[config.mk]
export PLATFORM = sky130hd
export DESIGN_NAME = vend_sequencer
export DESIGN_NICKNAME = d
export VERILOG_FILES = /design/src/rtl/vend_sequencer.sv
export SDC_FILE = /design/constraint.sdc
export NUM_CORES = 1
export LEC_CHECK = 0
export ABC_AREA = 1
export BUFFER_PORTS_ARGS = -buffer_cell sky130_fd_sc_hd__clkbuf_2
export CORE_ASPECT_RATIO = 0.6
export CORE_UTILIZATION = 50
export DETAILED_ROUTE_END_ITERATION = 16
export PLACE_DENSITY_LB_ADDON = 0.2
export SETUP_SLACK_MARGIN = 0.4
export SYNTH_ARGS = -nofsm -noshare
export SYNTH_HDL_FRONTEND = slang
export SYNTH_SLANG_ARGS = --single-unit
[constraint.sdc]
create_clock -name clk -period 2 [get_ports clk]
set_clock_uncertainty 0.1 [all_clocks]
set_input_delay 0.1 -clock clk [delete_from_list [all_inputs] [get_ports clk]]
set_output_delay 0.1 -clock clk [all_outputs]
set_load 0.01 [all_outputs]
[src/rtl/vend_sequencer.sv]
// Purpose: multi-product vending controller: coin credit, price check, dispense handshake, change/refund.
// Latency: every output is registered; a response appears in the cycle after the input that caused it.
// Backpressure: no input stalls; disp_req is held until disp_ack; coins that cannot be taken are bounced on coin_reject.
//
// Ports:
//   clk, reset_n                   clock (rising edge) and asynchronous active-low reset
//   coin[1:0]                      coin pulse: 01 = 1 unit, 10 = 2 units, 11 = invalid
//   sel_valid, sel[1:0]            product selection strobe and index
//   cancel                         refund request
//   disp_ack                       motor done (level, only looked at while dispensing)
//   disp_req, disp_id[1:0]         dispense request and product index
//   change_pulse                   one pulse per 1-unit coin paid back
//   coin_reject, sel_short         1-cycle notification pulses
//   credit[CREDIT_W-1:0]           current credit in units
//   busy                           high while dispensing or paying change
//   fault                          sticky motor-timeout flag
module vend_sequencer #(
    parameter int CREDIT_W     = 4,
    parameter int MAX_CREDIT   = 12,
    parameter int PRICE0       = 2,
    parameter int PRICE1       = 3,
    parameter int PRICE2       = 4,
    parameter int PRICE3       = 6,
    parameter int IDLE_TIMEOUT = 1000,
    parameter int ACK_TIMEOUT  = 200
) (
    input  logic                clk,
    input  logic                reset_n,
    input  logic [1:0]          coin,
    input  logic                sel_valid,
    input  logic [1:0]          sel,
    input  logic                cancel,
    input  logic                disp_ack,
    output logic                disp_req,
    output logic [1:0]          disp_id,
    output logic                change_pulse,
    output logic                coin_reject,
    output logic                sel_short,
    output logic [CREDIT_W-1:0] credit,
    output logic                busy,
    output logic                fault
);

    localparam int IDLE_W = $clog2(IDLE_TIMEOUT + 1);
    localparam int ACK_W  = $clog2(ACK_TIMEOUT + 1);

    typedef enum logic [1:0] {
        ST_IDLE     = 2'd0,
        ST_CREDIT   = 2'd1,
        ST_DISPENSE = 2'd2,
        ST_CHANGE   = 2'd3
    } state_t;

    state_t              state, state_n;
    logic [CREDIT_W-1:0] credit_n;
    logic                disp_req_n;
    logic [1:0]          disp_id_n;
    logic                change_pulse_n;
    logic                coin_reject_n;
    logic                sel_short_n;
    logic                busy_n;
    logic                fault_n;
    logic [IDLE_W-1:0]   idle_cnt, idle_cnt_n;
    logic [ACK_W-1:0]    ack_cnt, ack_cnt_n;

    logic [CREDIT_W-1:0] coin_units;
    logic                coin_present;
    logic                coin_ok;
    logic [CREDIT_W-1:0] price_sel;
    logic [CREDIT_W-1:0] price_cur;

    function automatic logic [CREDIT_W-1:0] price_of(input logic [1:0] idx);
        logic [CREDIT_W-1:0] p;
        unique case (idx)
            2'd0: p = CREDIT_W'(PRICE0);
            2'd1: p = CREDIT_W'(PRICE1);
            2'd2: p = CREDIT_W'(PRICE2);
            2'd3: p = CREDIT_W'(PRICE3);
        endcase
        return p;
    endfunction

    // Coin decode and ceiling test; the sum is widened one bit so it cannot wrap.
    always_comb begin
        coin_units = '0;
        case (coin)
            2'b01:   coin_units = CREDIT_W'(1);
            2'b10:   coin_units = CREDIT_W'(2);
            default: coin_units = '0;
        endcase
        coin_present = (coin != 2'b00);
        coin_ok      = (coin != 2'b11) &&
                       (({1'b0, credit} + {1'b0, coin_units}) <= (CREDIT_W + 1)'(MAX_CREDIT));
        price_sel    = price_of(sel);
        price_cur    = price_of(disp_id);
    end

    always_comb begin
        state_n        = state;
        credit_n       = credit;
        disp_req_n     = disp_req;
        disp_id_n      = disp_id;
        change_pulse_n = 1'b0;
        coin_reject_n  = 1'b0;
        sel_short_n    = 1'b0;
        fault_n        = fault;
        idle_cnt_n     = idle_cnt;
        ack_cnt_n      = ack_cnt;

        unique case (state)
            ST_IDLE: begin
                idle_cnt_n = '0;
                ack_cnt_n  = '0;
                // Credit is zero here, so every product is unaffordable.
                if (sel_valid) begin
                    sel_short_n = 1'b1;
                end
                if (coin_present) begin
                    if (coin_ok) begin
                        credit_n = credit + coin_units;
                        state_n  = ST_CREDIT;
                    end else begin
                        coin_reject_n = 1'b1;
                    end
                end
            end

            ST_CREDIT: begin
                if (cancel) begin
                    state_n       = ST_CHANGE;
                    coin_reject_n = coin_present;
                end else if (sel_valid && (credit >= price_sel)) begin
                    // Price check uses the credit before any same-cycle coin.
                    credit_n      = credit - price_sel;
                    disp_id_n     = sel;
                    disp_req_n    = 1'b1;
                    ack_cnt_n     = '0;
                    state_n       = ST_DISPENSE;
                    coin_reject_n = coin_present;
                end else begin
                    // A refused selection does not block a same-cycle coin.
                    if (sel_valid) begin
                        sel_short_n = 1'b1;
                    end
                    if (coin_present) begin
                        if (coin_ok) begin
                            credit_n = credit + coin_units;
                        end else begin
                            coin_reject_n = 1'b1;
                        end
                    end
                    if (sel_valid || (coin_present && coin_ok)) begin
                        idle_cnt_n = '0;
                    end else if (idle_cnt == IDLE_W'(IDLE_TIMEOUT - 1)) begin
                        state_n = ST_CHANGE;
                    end else begin
                        idle_cnt_n = idle_cnt + IDLE_W'(1);
                    end
                end
            end

            ST_DISPENSE: begin
                coin_reject_n = coin_present;
                if (disp_ack) begin
                    disp_req_n = 1'b0;
                    state_n    = (credit != '0) ? ST_CHANGE : ST_IDLE;
                end else if (ack_cnt == ACK_W'(ACK_TIMEOUT - 1)) begin
                    // Motor never answered: give the money back and latch the fault.
                    disp_req_n = 1'b0;
                    credit_n   = credit + price_cur;
                    fault_n    = 1'b1;
                    state_n    = ST_CHANGE;
                end else begin
                    ack_cnt_n = ack_cnt + ACK_W'(1);
                end
            end

            ST_CHANGE: begin
                coin_reject_n = coin_present;
                // Pulse high one cycle, low the next; credit drops with each high cycle.
                if (change_pulse) begin
                    if (credit == '0) begin
                        state_n = ST_IDLE;
                    end
                end else if (credit != '0) begin
                    change_pulse_n = 1'b1;
                    credit_n       = credit - CREDIT_W'(1);
                end else begin
                    state_n = ST_IDLE;
                end
            end
        endcase

        busy_n = (state_n == ST_DISPENSE) || (state_n == ST_CHANGE);
    end

    always_ff @(posedge clk or negedge reset_n) begin
        if (!reset_n) begin
            state        <= ST_IDLE;
            credit       <= '0;
            disp_req     <= 1'b0;
            disp_id      <= 2'd0;
            change_pulse <= 1'b0;
            coin_reject  <= 1'b0;
            sel_short    <= 1'b0;
            busy         <= 1'b0;
            fault        <= 1'b0;
            idle_cnt     <= '0;
            ack_cnt      <= '0;
        end else begin
            state        <= state_n;
            credit       <= credit_n;
            disp_req     <= disp_req_n;
            disp_id      <= disp_id_n;
            change_pulse <= change_pulse_n;
            coin_reject  <= coin_reject_n;
            sel_short    <= sel_short_n;
            busy         <= busy_n;
            fault        <= fault_n;
            idle_cnt     <= idle_cnt_n;
            ack_cnt      <= ack_cnt_n;
        end
    end

    // Every route into CHANGE carries non-zero credit.
    a_change_has_credit: assert property (@(posedge clk) disable iff (!reset_n)
        ((state != ST_CHANGE) && (state_n == ST_CHANGE)) |-> (credit_n != '0));

    a_credit_ceiling: assert property (@(posedge clk) disable iff (!reset_n)
        credit <= CREDIT_W'(MAX_CREDIT));

endmodule

# After elaboration in Yosys (flattened, before gate mapping)
# Cells that the tools add are included.
# classes
add_sub_neg	7
order_cmp	2
n_eq_ne	26
muxes	52
bitwise_logic	2
reduce_logical	21
# ops
cell	n
$pmux W4 S4	3
$mux W10	4
$mux W4	8
$mux W8	4
$mux W2	12
$pmux W8 S3	1
$pmux W10 S2	1
$eq A2 B2 Y1 const B	9
$ne A2 B2 Y1 const B	9
$mux W1	14
$add A10 B1 Y10 const B	1
$eq A10 B10 Y1 const B	1
$reduce_and A5 Y1	2
$add A4 B4 Y4	2
$add A8 B1 Y8 const B	1
$eq A2 B1 Y1 const B	4
$eq A8 B8 Y1 const B	1
$pmux W2 S4	1
$reduce_and A4 Y1	2
$logic_not A2 Y1	3
$ne A3 B3 Y1 const B	2
$reduce_and A3 Y1	2
$reduce_bool A2 Y1	3
$add A4 B4 Y5	1
other kinds (14)	19
# word_totals
reg_bits	32
inputBits	9
out_inout_bits	12
word_cells	121

# Longest topological paths before layout
# Gate-level depths: netlist of run 1.
# logic_depth
depth_word	13
ltp_mapped	17
depth_no_buf	16

# Worst setup path before layout of run 1
# Ideal clock, no wire load.
# synth_path
path_type	register to register
startpoint	register credit[1]
endpoint	register credit[0]
setup_ns	0.065
arrival_time_ns	2.046
t_required_ns	1.835
setup_slack_ns	-0.211
stages_incl_launch_ff	14
path_buffers	1
period_less_slack_ns	2.211
path_cell_list	dfrtp_1 -> inv_1 -> fa_1 -> inv_1 -> nor2_1 -> nor2_1 -> nand3_2 -> nand3_2 -> buf_4 -> nor2_1 -> nand2_1 -> nand2_1 -> nand2_1 -> nand2_1
# synth_via
elab_chain_cells	8
word_cells_on_any_way	13
classes_between	add/sub: 1; order compare: 2; eq/ne: 1; mux: 5; reduce/logical: 4
# synth_lines
item	line_no	source
start, declared	39	output logic [CREDIT_W-1:0] credit,
start signal, assigned	212	credit <= credit_n;
$add A4 B4 Y5	93	(({1'b0, credit} + {1'b0, coin_units}) <= (CREDIT_W + 1)'(MAX_CREDIT));
$le A5 B4 Y1	93	
$logic_and A1 B1 Y1	92	coin_ok = (coin != 2'b11) &&
$mux W4 (2 in series)	--	
$mux W4	132	end else if (sel_valid && (credit >= price_sel)) begin
$mux W4	129	if (cancel) begin
$pmux W4 S4	110	unique case (state)
# Parallel ways exist; a longest one is shown, timed or not. The select of a mux whose other input is x is not followed.
# A chain may end at the register's enable or synchronous reset.

==> out/metrics.yaml, run 1 <==
setup_path:
  crit_arrival_ns: 2.30
  critical_path_class: "register to register"
  cp-end-kind: "register"
  cp-start-kind: "register"
  required_ns: 2.11
  cp_max_fo: 5
global_route:
  antenna_found_initial: 0
  grtUsageTotal_pct: 26.8
  grt_pass1_vias: 2250
  gr-total-overflow: 0
  grt_pass1_wl_um: 10600
  grt_max_degree: 32
clock_network:
  cts_buffers: 5
  cts_tree: "built"
  clk_pin_slew_worst_paths_ns: 0.07
  clock_path_buffers: 2
  htree_levels: 2
  clock_sinks: 31
  clock_insertion_delay_worst_skew_ns: 0.29
  root_buffer: "clkbuf_8"
sta:
  rsz0062_at_grt: "true"
  setup_viol: 25
  period_needed_ns: 2.19
  drv_slew: 0
  timing.final.hold_violations: 0
  clock.fmax_mhz: 458
  worst_pin_slew_ns: 0.822
  relSlewSlack_pct: 45.2
  finalCritPeriodShare_pct: 109
  worst_slack_ns: -0.185
routing:
  met1_length_um: 3140
  dr.pass1.iters: 4
  drc_errors: 0
  wl_um: 6210
  top_layer: "met4"
  routed-wl-met3_um: 362
  wl_met2_um: 2630
  ant_nets: 0
  drt_iter0_markers: 162
  wl_per_cell_um: 13.4
  viasPerCell: 5.15
  vias: 2390
cells_and_area:
  fin_cells: 464
  n_antenna_cell: 0
  drive_gt1_share_pct: 38.2
  fillers: 359
  fin_nets: 424
  utilization_pct: 72.3
  area_growth_pct: 38.7
power_and_ir_drop:
  p_leak_nw: 1.63
  powerDensity_nw_per_um2: 1450
  irDropWorstVdd_mv: 0.972
min_path:
  min_path_type: "input pin to register"
synthesis:
  syn_nets: 352
  synthCells: 328
  syn_area_um2: 2390
  syn_area_per_cell_um2: 7.29
  synth.distinct_cells: 36
  synth-seq-area-share_pct: 32.5
  ys_ff_latch: 31
  ys_warn_count: 0
placed_design:
  place.gp.congestion: 0.950
  portBuffers: 20
  dp.cells: 440
  dp_hpwl_um: 4350
outcome:
  violations: "negative setup slack"
  status: "finished, violations left"
die:
  die_h_um: 55.6
  die_area_um2: 5070
  row_count: 19
  start_util_pct: 52.1
  die_x_um: 91.3
  io-pin-count: 21
  coreArea_um2: 4590
run:
  maxCapViolCount: 0
[critical path: stages (launching register included)]
cell and delay, ns:
dfrtp_1 0.41, ha_2 0.21, inv_2 0.04, fa_1 0.42, inv_1 0.08, nor2_1 0.04
nor2_1 0.12, nand3_2 0.11, nand3_4 0.12, buf_6 0.14, nand3_1 0.07, nand2_1 0.08
nand2_1 0.04, a21oi_1 0.12
[cell usage after synthesis]
| master | instances | area (um^2) |
|---|---|---|
| a21oi_1 | 9 | 45.0 |
| a21oi_2 | 2 | 17.5 |
| a2bb2oi_1 | 1 | 8.76 |
| a31oi_1 | 1 | 6.26 |
| and2_1 | 1 | 6.26 |
| buf_2 | 1 | 5.00 |
| buf_4 | 1 | 7.51 |
| buf_6 | 2 | 22.5 |
| dfrtp_1 | 31 | 776 |
| fa_1 | 3 | 60.1 |
| ha_1 | 12 | 150 |
| inv_1 | 46 | 173 |
| inv_2 | 4 | 15.0 |
| nand2_1 | 91 | 342 |
| nand2_2 | 3 | 18.8 |
| nand3_1 | 27 | 135 |
| nand3_2 | 2 | 20.0 |
| nand3b_1 | 3 | 22.5 |
| nand4_1 | 11 | 68.8 |
| nand4_2 | 1 | 12.5 |
| nand4_4 | 1 | 21.3 |
| nor2_1 | 33 | 124 |
| nor2_2 | 3 | 18.8 |
| nor2_8 | 1 | 20.0 |
| nor3_1 | 2 | 10.0 |
| nor3_2 | 1 | 10.0 |
| o21ai_0 | 6 | 30.0 |
| o21ai_1 | 1 | 5.00 |
| o21ai_2 | 4 | 35.0 |
| o21bai_1 | 1 | 7.51 |
| o22ai_1 | 1 | 6.26 |
| o31ai_1 | 4 | 30.0 |
| o31ai_4 | 1 | 21.3 |
| or2_2 | 4 | 25.0 |
| xnor2_1 | 2 | 17.5 |
| xor2_1 | 11 | 96.3 |
[cells in the final DEF, fill, tap and decap left out, drive strengths merged]
cell | Yosys | final
nand3 | 29 | 29
o22ai | 1 | 1
a21oi | 11 | 11
dfrtp | 31 | 31
o31ai | 5 | 5
a2bb2oi | 1 | 1
o21ai | 11 | 11
nor3 | 3 | 3
inv | 50 | 50
nand3b | 3 | 3
fa | 3 | 3
nand2 | 94 | 94
nand4 | 13 | 14
or2 | 4 | 4
clkbuf | 0 | 28
xor2 | 11 | 11
ha | 12 | 12
buf | 4 | 46
dlygate4sd3 | 0 | 2
and2 | 1 | 1
nor2 | 37 | 37
xnor2 | 2 | 2
o21bai | 1 | 1
a31oi | 1 | 1
[power breakdown]
| part | leakage, nW | switching [mW] | internal (mW) |
|---|---|---|---|
| combinational | 1.17 | 1.93 | 1.45 |
| clock | 0.0515 | 0.246 | 0.314 |
| sequential | 0.407 | 0.0985 | 0.776 |
| total | 1.63 | 2.27 | 2.54 |
[layer usage]
metal  GRT usage (%)  up-vias
met5               0        -
met4            5.67        0
met3            5.92       11
met2            39.0       68
met1            40.8     1112
li1                -     1199
[cells by family after synthesis]
family | after synthesis | share of synthesized area, %
and+or+nand+nor | 184 | 35.8
AOI/OAI and AO/OA | 31 | 8.90
DFF | 31 | 32.5
xor gates and xnor gates | 13 | 4.76
buffers and inverters | 54 | 9.32
adders and majority gates | 15 | 8.80
[through the flow]
stage | worst slack (ns) | setup TNS [ns] | hold slack [ns] | area, um^2 | power (mW)
2_1_floorplan | -0.119 | -1.86 | -0.296 | 2420 | 2.63
3_3_place_gp | -0.195 | -2.76 | 0.141 | 2820 | 3.49
3_5_place_dp | -0.289 | -4.79 | 0.135 | 2820 | 3.53
4_1_cts | -0.143 | -2.45 | 0.0798 | 3160 | 4.52
5_1_grt | -0.301 | -6.58 | 0.106 | 3320 | 5.18
6_report | -0.185 | -3.62 | 0.0737 | 3320 | 4.82
[cell type report]
type | instances | area (um^2) | share of cell area [%]
Multi-Input combinational cell | 244 | 1650 | 49.8
Sequential cell | 31 | 778 | 23.5
Tap cell | 63 | 78.8 | 2.38
Clock buffer | 8 | 100 | 3.02
Inverter | 50 | 195 | 5.89
Timing Repair Buffer | 68 | 510 | 15.4
[worst paths after layout]
path | start | end | slack, ns | cells past startpoint
max | credit[0]$_DFFE_PN0P_ | register | -0.19 | 13
min | sel[0] | disp_id[0]$_DFFE_PN0P_ | 0.07 | 4
max reg2reg | credit[0]$_DFFE_PN0P_ | register | -0.19 | 13
min reg2reg | fault$_DFFE_PN0P_ | fault$_DFFE_PN0P_ | 0.39 | 1
max in group asynchronous | reset_n | credit[1]$_DFFE_PN0P_ | 0.88 | 2
min in group asynchronous | reset_n | idle_cnt[2]$_DFFE_PN0P_ | 0.34 | 2
[sequential cells by signal, indices dropped and copies added, names as in the netlist, named ones only]
register	cells
idle_cnt	10
disp_id	2
credit	4
sel_short	1
disp_req	1
coin_reject	1
change_pulse	1
ack_cnt	8
fault	1
state	1
[timing repair]
item	4_1_cts	5_1_grt
resized for setup	33	38
gates cloned	2	0
endpoints found under the hold margin	32	0
setup buffers	9	3
hold buffers	2	0
endpoints found under the setup margin	29	29
pin swaps	7	16
No activity file was read; power rests on OpenSTA's default activity.
==> run 2: changes to the inputs <==
Settings changed: ABC_AREA 1 to unset, CORE_UTILIZATION 50 to 53, MAX_ROUTING_LAYER set to met4.
==> run 2 against run 1 <==
Net effect: the flow finishes with violations (design-rule violations, negative setup slack); clock power grew 17%; power is 1.3% higher; maximum frequency down 14%; critical path depth fell by 5; sequential power is 7.8% higher; largest power group unchanged; worst hold slack gained 0.0038 ns; flip-flop and latch count is the same; wire length is 18% higher; final area hardly changed; sequential share of layout area increased by 0.055 points; non-clock buffer count is 27 higher.
==> out/metrics.yaml, run 2 <==
outcome:
  status: "finished, violations left"  # unchanged
  violations: "design-rule violations, negative setup slack"  # was negative setup slack
synthesis:
  ys_warn_count: 0  # unchanged
  synth-seq-area-share_pct: 36.4  # was 32.5%
  yosysTopAreaCellShare_pct: 36.4  # was 32.5%
  ys.flop_type: "dfrtp_1"  # unchanged
  synth_edf_count: 0  # unchanged
  syn_area_um2: 2130  # was 2390 um^2
  synthArstFlopShare_pct: 100  # unchanged
  syn_nets: 266  # was 352
  synth_area_leaders: "dfrtp_1 36%, ha_1 7.0%, o21ai_0 6.1%"  # was dfrtp_1 32%, nand2_1 14%, inv_1 7.2%
  yosysMostFrequentCell: "dfrtp_1"  # was nand2_1
  synthCells: 242  # was 328
  yosysTopAreaCell: "dfrtp_1"  # unchanged
  syn_area_per_cell_um2: 8.81  # was 7.29 um^2
  synth.distinct_cells: 52  # was 36
  ys_ff_latch: 31  # unchanged
  synthTopCellsByCount: "31 x dfrtp_1, 26 x o21ai_0, 23 x nand2_1"  # was 91 x nand2_1, 46 x inv_1, 33 x nor2_1
routing:
  wl_um: 7330  # was 6210 um
  routed-wl-met3_um: 680  # was 362 um
  viasPerCell: 6.19  # was 5.15
  drt_iter0_markers: 247  # was 162
  wl_met2_um: 3390  # was 2630 um
  vias: 2391  # was 2390
  ant_nets: 0  # unchanged
  met1_length_um: 3150  # was 3140 um
  dr.pass1.iters: 11  # was 4
  wl_per_cell_um: 19.0  # was 13.4 um
  drc_errors: 2  # was 0
  top_layer: "met4"  # unchanged
sta:
  worst_slack_ns: -0.544  # was -0.185 ns
  hold_slack_ns: 0.0775  # was 0.0737 ns
  worst_pin_slew_ns: 0.789  # was 0.822 ns
  tns_ns: -10.19  # was -3.62 ns
  period_needed_ns: 2.54  # was 2.19 ns
  timing.final.hold_violations: 0  # unchanged
  finalCritPeriodShare_pct: 127  # was 109%
  rsz0062_at_grt: "true"  # unchanged
  relSlewSlack_pct: 47.4  # was 45.2%
  drv_slew: 0  # unchanged
  clock.fmax_mhz: 393  # was 458 MHz
  setup_viol: 29  # was 25
cells_and_area:
  n_antenna_cell: 0  # unchanged
  area_growth_pct: 55.4  # was 38.7%
  fin_nets: 362  # was 424
  fin_cells: 386  # was 464
  largest_reg_flops: 10  # unchanged
  largest-register: "idle_cnt"  # unchanged
  final_common_cell: "buf_4"  # was nand2_1
  fillers: 177  # was 359
  drive_gt1_share_pct: 46.3  # was 38.2%
  top_regs: "idle_cnt (10), ack_cnt (8), credit (4)"  # unchanged
  final_cell_mix: "62 x buf_4, 28 x dfrtp_1, 20 x clkbuf_2, 18 x o21ai_1, 17 x nand2_1"  # was 74 x nand2_1, 38 x inv_1, 37 x buf_4, 30 x nor2_1, 29 x dfrtp_1
setup_path:
  cp_max_fo: 4  # was 5
  crit_end: "credit[3]$_DFFE_PN0P_"
  critical_path_class: "register to register"  # unchanged
  reg2reg_slack_ns: -0.54  # was -0.19 ns
  r2r_end: "credit[3]$_DFFE_PN0P_"
  cp-end-kind: "register"  # unchanged
  r2r_start: "credit[0]$_DFFE_PN0P_"  # unchanged
  cp-start-kind: "register"  # unchanged
  cp-startpoint: "credit[0]$_DFFE_PN0P_"  # unchanged
  required_ns: 2.08  # was 2.11 ns
  crit_arrival_ns: 2.63  # was 2.30 ns
  ff2ff_path_depth: 8  # was 13
die:
  die_h_um: 51.1  # was 55.6 um
  die_x_um: 83.9  # was 91.3 um
  io-pin-count: 21  # unchanged
  row_count: 17  # was 19
  die_area_um2: 4290  # was 5070 um^2
  start_util_pct: 56.6  # was 52.1%
  coreArea_um2: 3760  # was 4590 um^2
power_and_ir_drop:
  p_int_mw: 2.84  # was 2.54 mW
  power.share.clock_pct: 13.4  # was 11.6%
  seqPwrFrac_pct: 19.3  # was 18.2%
  p_leak_nw: 1.54  # was 1.63 nW
  switching_power_mw: 2.04  # was 2.27 mW
  netSwitchingFraction_pct: 41.8  # was 47.2%
  powerDensity_nw_per_um2: 1470  # was 1450 nW/um^2
  irDropWorstVdd_mv: 1.09  # was 0.972 mV
  combPwrFrac_pct: 67.2  # was 70.2%
run:
  maxCapViolCount: 0  # unchanged
clock_network:
  htree_levels: 2  # unchanged
  cts_tree: "built"  # unchanged
  clk_pin_slew_worst_paths_ns: 0.08  # was 0.07 ns
  root_buffer: "clkbuf_8"  # unchanged
  cts_buffers: 5  # unchanged
  clock_path_buffers: 2  # unchanged
  clock_sinks: 31  # unchanged
  clock_insertion_delay_worst_skew_ns: 0.29  # about the same
min_path:
  worstHoldPathCells: 4  # unchanged
  worstHoldStart: "coin[0]"  # was sel[0]
  min_path_type: "input pin to register"  # unchanged
placed_design:
  dp_hpwl_um: 4340  # was 4350 um
  dp.cells: 360  # was 440
  portBuffers: 20  # unchanged
  place.gp.congestion: 0.877  # was 0.950
  pre_cts_ws_ns: -0.609  # was -0.289 ns
global_route:
  antenna_found_initial: 0  # unchanged
  grt_pass1_wl_um: 11300  # was 10600 um
  gr-total-overflow: 0  # unchanged
  grtUsageTotal_pct: 35.8  # was 26.8%
  grt_max_degree: 32  # unchanged
  grt_pass1_vias: 2273  # was 2250
## run 2: cell count changes in the layout (fill, tap and decap cells not counted), sizes merged, moves of 6 or more
cell,delta
nand4,-9
nand3,-21
nand2b,+12
buf,+27
inv,-38
nor2,-24
xor2,-10
o21ai,+17
nand2,-70
and3,+10
a22o,+6
a31oi,+10
## run 2: cell type report
cell class	instances	area [um^2]	share of cell area [%]
multi-input combinational	192	1590	48.0
sequential	31	779	23.5
timing repair buffer	95	718	21.7
clock buffer	6	82.6	2.49
tap	47	58.8	1.77
inverter	13	48.8	1.47
clock inverter	2	35.0	1.06
## run 2: layer usage
layer	track usage, %	vias to the layer above
met4	8.33	0
li1	-	1100
met3	7.27	16
met2	55.3	128
met5	-	-
met1	49.1	1147
## run 2: cell families after synthesis
family	count (synthesis)	synth area share, %
flip-flops	31	36.4
multiplexers	2	0.998
AND/OR/NAND/NOR	96	25.0
XOR/XNOR	3	1.23
buffers and inverters	20	3.70
adder cells (fa/ha/maj)	15	9.86
AO/OA/AOI/OAI	75	22.8
## run 2: worst max-delay path, stage by stage (launching register included)
cell	delay, ns
dfrtp_2	0.45
inv_2	0.10
ha_4	0.21
and3_4	0.15
or4_4	0.51
and4_4	0.21
a221o_1	0.30
a22o_1	0.20
a22o_1	0.22
## run 2: how the worst min path moves through the flow
stage | endpoint
after floorplan | asynchronous set/reset pin
after global placement | idle_cnt[0]$_DFFE_PN0P_
after detailed placement | idle_cnt[0]$_DFFE_PN0P_
after CTS | coin_reject$_DFF_PN0_
after global routing | state[0]$_DFF_PN0_
final | coin_reject$_DFF_PN0_
## run 2: stage by stage
stage / utilization [%] / total power, mW / instance area (um^2)
6_report: 88.0 / 4.88 / 3310
5_1_grt: 88.0 / 5.17 / 3310
4_1_cts: 85.0 / 4.58 / 3200
3_5_place_dp: 75.4 / 3.64 / 2840
3_3_place_gp: 75.4 / 3.56 / 2840
2_1_floorplan: - / 2.60 / 2280
## run 2: repair_timing
| action | CTS | global route |
|---|---|---|
| pin swaps | 22 | 9 |
| cloned | 1 | 0 |
| endpoints found under the setup margin | 30 | 30 |
| hold buffers | 2 | 0 |
| endpoints found under the hold margin | 32 | 0 |
| resized for setup | 35 | 14 |
| buffers inserted | 10 | 5 |
## run 2: power groups by stage
stage                     Combinational [mW]  Sequential (mW)  Clock [mW]
final                                   3.28            0.942       0.656
after global routing                    3.52            0.959       0.692
after global placement                  2.64            0.926           0
after detailed placement                2.71            0.935           0
after CTS                               2.99            0.926       0.659
after floorplan                         1.61            0.991           0
==> run 3: changes to the inputs <==
Settings changed: BUFFER_PORTS_ARGS -buffer_cell sky130_fd_sc_hd__clkbuf_2 to -buffer_cell sky130_fd_sc_hd__buf_2, SETUP_SLACK_MARGIN 0.4 to 0.3.
==> run 3 against run 2 <==
Net effect: the run still ends with design-rule violations, negative setup slack left; combinational power about the same; final area about the same; worst setup slack better by 0.028 ns; die area unchanged; wire length down 4.7%; utilization about the same; worst hold slack worse by 0.0075 ns; final cell count unchanged; sequential share of layout area about the same; power up 0.37%; largest cell class unchanged; largest power group unchanged.
==> out/metrics.yaml, run 3 (synthesized netlist as in run 2, its figures left out) <==
sta:
  setup_viol: 29  # unchanged
  tns_ns: -10.29  # was -10.19 ns
  rsz0062_at_grt: "true"  # unchanged
  period_needed_ns: 2.52  # was 2.54 ns
  drv_slew: 0  # unchanged
  worst_slack_ns: -0.516  # was -0.544 ns
  timing.final.hold_violations: 0  # unchanged
  clock.fmax_mhz: 397  # was 393 MHz
  hold_slack_ns: 0.0700  # was 0.0775 ns
  worst_pin_slew_ns: 0.716  # was 0.789 ns
  finalCritPeriodShare_pct: 126  # was 127%
  relSlewSlack_pct: 52.3  # was 47.4%
cells_and_area:
  largest-register: "idle_cnt"  # unchanged
  drive_gt1_share_pct: 47.5  # was 46.3%
  top_regs: "idle_cnt (10), ack_cnt (8), credit (4)"  # unchanged
  fin_nets: 362  # unchanged
  fillers: 187  # was 177
  area_growth_pct: 55.5  # was 55.4%
  utilization_pct: 88.0  # about the same
  final_common_cell: "buf_4"  # unchanged
  n_antenna_cell: 0  # unchanged
  final_cell_mix: "63 x buf_4, 28 x dfrtp_1, 20 x buf_2, 19 x nand2_1, 13 x o21ai_1"  # was 62 x buf_4, 28 x dfrtp_1, 20 x clkbuf_2, 18 x o21ai_1, 17 x nand2_1
  largest_reg_flops: 10  # unchanged
power_and_ir_drop:
  finalPower_mw: 4.90  # was 4.88 mW
  irDropWorstVdd_mv: 1.20  # was 1.09 mV
  combPwrFrac_pct: 67.5  # was 67.2%
  power.share.clock_pct: 13.4  # about the same
  powerDensity_nw_per_um2: 1480  # was 1470 nW/um^2
  p_int_mw: 2.87  # was 2.84 mW
  seqPwrFrac_pct: 19.1  # was 19.3%
  netSwitchingFraction_pct: 41.4  # was 41.8%
  p_leak_nw: 1.54  # about the same
  switching_power_mw: 2.03  # was 2.04 mW
clock_network:
  htree_levels: 2  # unchanged
  root_buffer: "clkbuf_8"  # unchanged
  cts_buffers: 5  # unchanged
  clock_path_buffers: 2  # unchanged
  clock_insertion_delay_worst_skew_ns: 0.29  # about the same
  clock_sinks: 31  # unchanged
  cts_tree: "built"  # unchanged
  clk_pin_slew_worst_paths_ns: 0.07  # was 0.08 ns
placed_design:
  dp_hpwl_um: 4400  # was 4340 um
  place.gp.congestion: 0.865  # was 0.877
  portBuffers: 20  # unchanged
  pre_cts_ws_ns: -0.614  # was -0.609 ns
min_path:
  min_path_type: "input pin to register"  # unchanged
routing:
  wl_per_cell_um: 18.1  # was 19.0 um
  drc_errors: 2  # unchanged
  drt_iter0_markers: 236  # was 247
  ant_nets: 0  # unchanged
  vias: 2336  # was 2391
  dr.pass1.iters: 11  # unchanged
  wl_um: 6980  # was 7330 um
  viasPerCell: 6.05  # was 6.19
global_route:
  grtUsageTotal_pct: 34.5  # was 35.8%
  grt_pass1_wl_um: 10900  # was 11300 um
  antenna_found_initial: 0  # unchanged
  grt_pass1_vias: 2176  # was 2273
  grt_max_degree: 32  # unchanged
  gr-total-overflow: 0  # unchanged
setup_path:
  cp-end-kind: "register"  # unchanged
  crit_arrival_ns: 2.60  # was 2.63 ns
  required_ns: 2.08  # about the same
  cp-start-kind: "register"  # unchanged
  critPathMostFrequentCell: "a22o_1"  # unchanged
  crit_family: "simple AND/OR/NAND/NOR gates"  # unchanged
  path_cells: "inv_2, ha_4, and3_4, or4_4, and4_4, a221o_1, a22o_1, a22o_1"  # unchanged
  crit_buf_inv: 1  # unchanged
  critical_path_class: "register to register"  # unchanged
  cp_max_fo: 4  # unchanged
  crit_slowest_cell: "or4_4"  # unchanged
  crit_path_max_incr_delay_ns: 0.50  # was 0.51 ns
die:
  die_h_um: 51.1  # unchanged
  die_x_um: 83.9  # unchanged
  die_area_um2: 4290  # unchanged
  start_util_pct: 56.6  # unchanged
  coreArea_um2: 3760  # unchanged
  row_count: 17  # unchanged
  io-pin-count: 21  # unchanged
outcome:
  status: "finished, violations left"  # unchanged
  violations: "design-rule violations, negative setup slack"  # unchanged
run:
  maxCapViolCount: 0  # unchanged
## run 3: metrics by stage
stage          cell area [um^2]  instances
6_report                   3310        386
4_1_cts                    3190        380
3_5_place_dp               2840        360
5_1_grt                    3310        386
2_1_floorplan              2280        242
3_3_place_gp               2840        360
## run 3: layout make-up
class | count | area (um^2) | area share, %
multi-input cells | 192 | 1600 | 48.4
flip-flops and latches | 31 | 779 | 23.5
repair buffers | 95 | 706 | 21.3
clock buffers | 6 | 82.6 | 2.49
well taps | 47 | 58.8 | 1.77
inverters | 13 | 48.8 | 1.47
clock inverters | 2 | 35.0 | 1.06
## run 3: layer usage
layer,GRT usage (%),up-vias,share of wire [%]
met3,7.11,27,6.7
met1,46.6,1096,45
met2,53.4,116,46
li1,-,1097,-
met5,-,-,0
met4,9.20,0,2.5
## run 3: path summary, 6_finish.rpt
kind	start	endpoint	slack, ns	cells after the start
setup / recovery	credit[0]$_DFFE_PN0P_	credit[3]$_DFFE_PN0P_	-0.52	8
hold / removal	sel[1]	disp_id[1]$_DFFE_PN0P_	0.07	4
setup reg to reg	credit[0]$_DFFE_PN0P_	credit[3]$_DFFE_PN0P_	-0.52	8
hold reg to reg	fault$_DFFE_PN0P_	fault$_DFFE_PN0P_	0.38	1
max in group asynchronous	reset_n	credit[2]$_DFFE_PN0P_	1.00	2
min in group asynchronous	reset_n	idle_cnt[0]$_DFFE_PN0P_	0.30	2
## run 3: power by group through the flow
| stage | clock, mW | combinational, mW | sequential, mW |
|---|---|---|---|
| final | 0.656 | 3.30 | 0.936 |
| after global routing | 0.682 | 3.54 | 0.948 |
| after CTS | 0.658 | 2.99 | 0.929 |
| after detailed placement | 0 | 2.69 | 0.938 |
| after global placement | 0 | 2.62 | 0.930 |
| after floorplan | 0 | 1.61 | 0.991 |
## run 3: worst reg2reg max path: stages (launching register included)
cell     delay, ns
dfrtp_2       0.45
inv_2         0.10
ha_4          0.21
and3_4        0.15
or4_4         0.50
and4_4        0.21
a221o_1       0.29
a22o_1        0.19
a22o_1        0.22
## run 3: timing repair
action | 4_1_cts | 5_1_grt
gates cloned | 1 | 0
endpoints found under the setup margin | 29 | 30
hold endpoints to repair | 32 | 0
pin swaps | 18 | 15
gates resized for setup | 34 | 18
buffers inserted | 9 | 6
hold buffers | 2 | 0
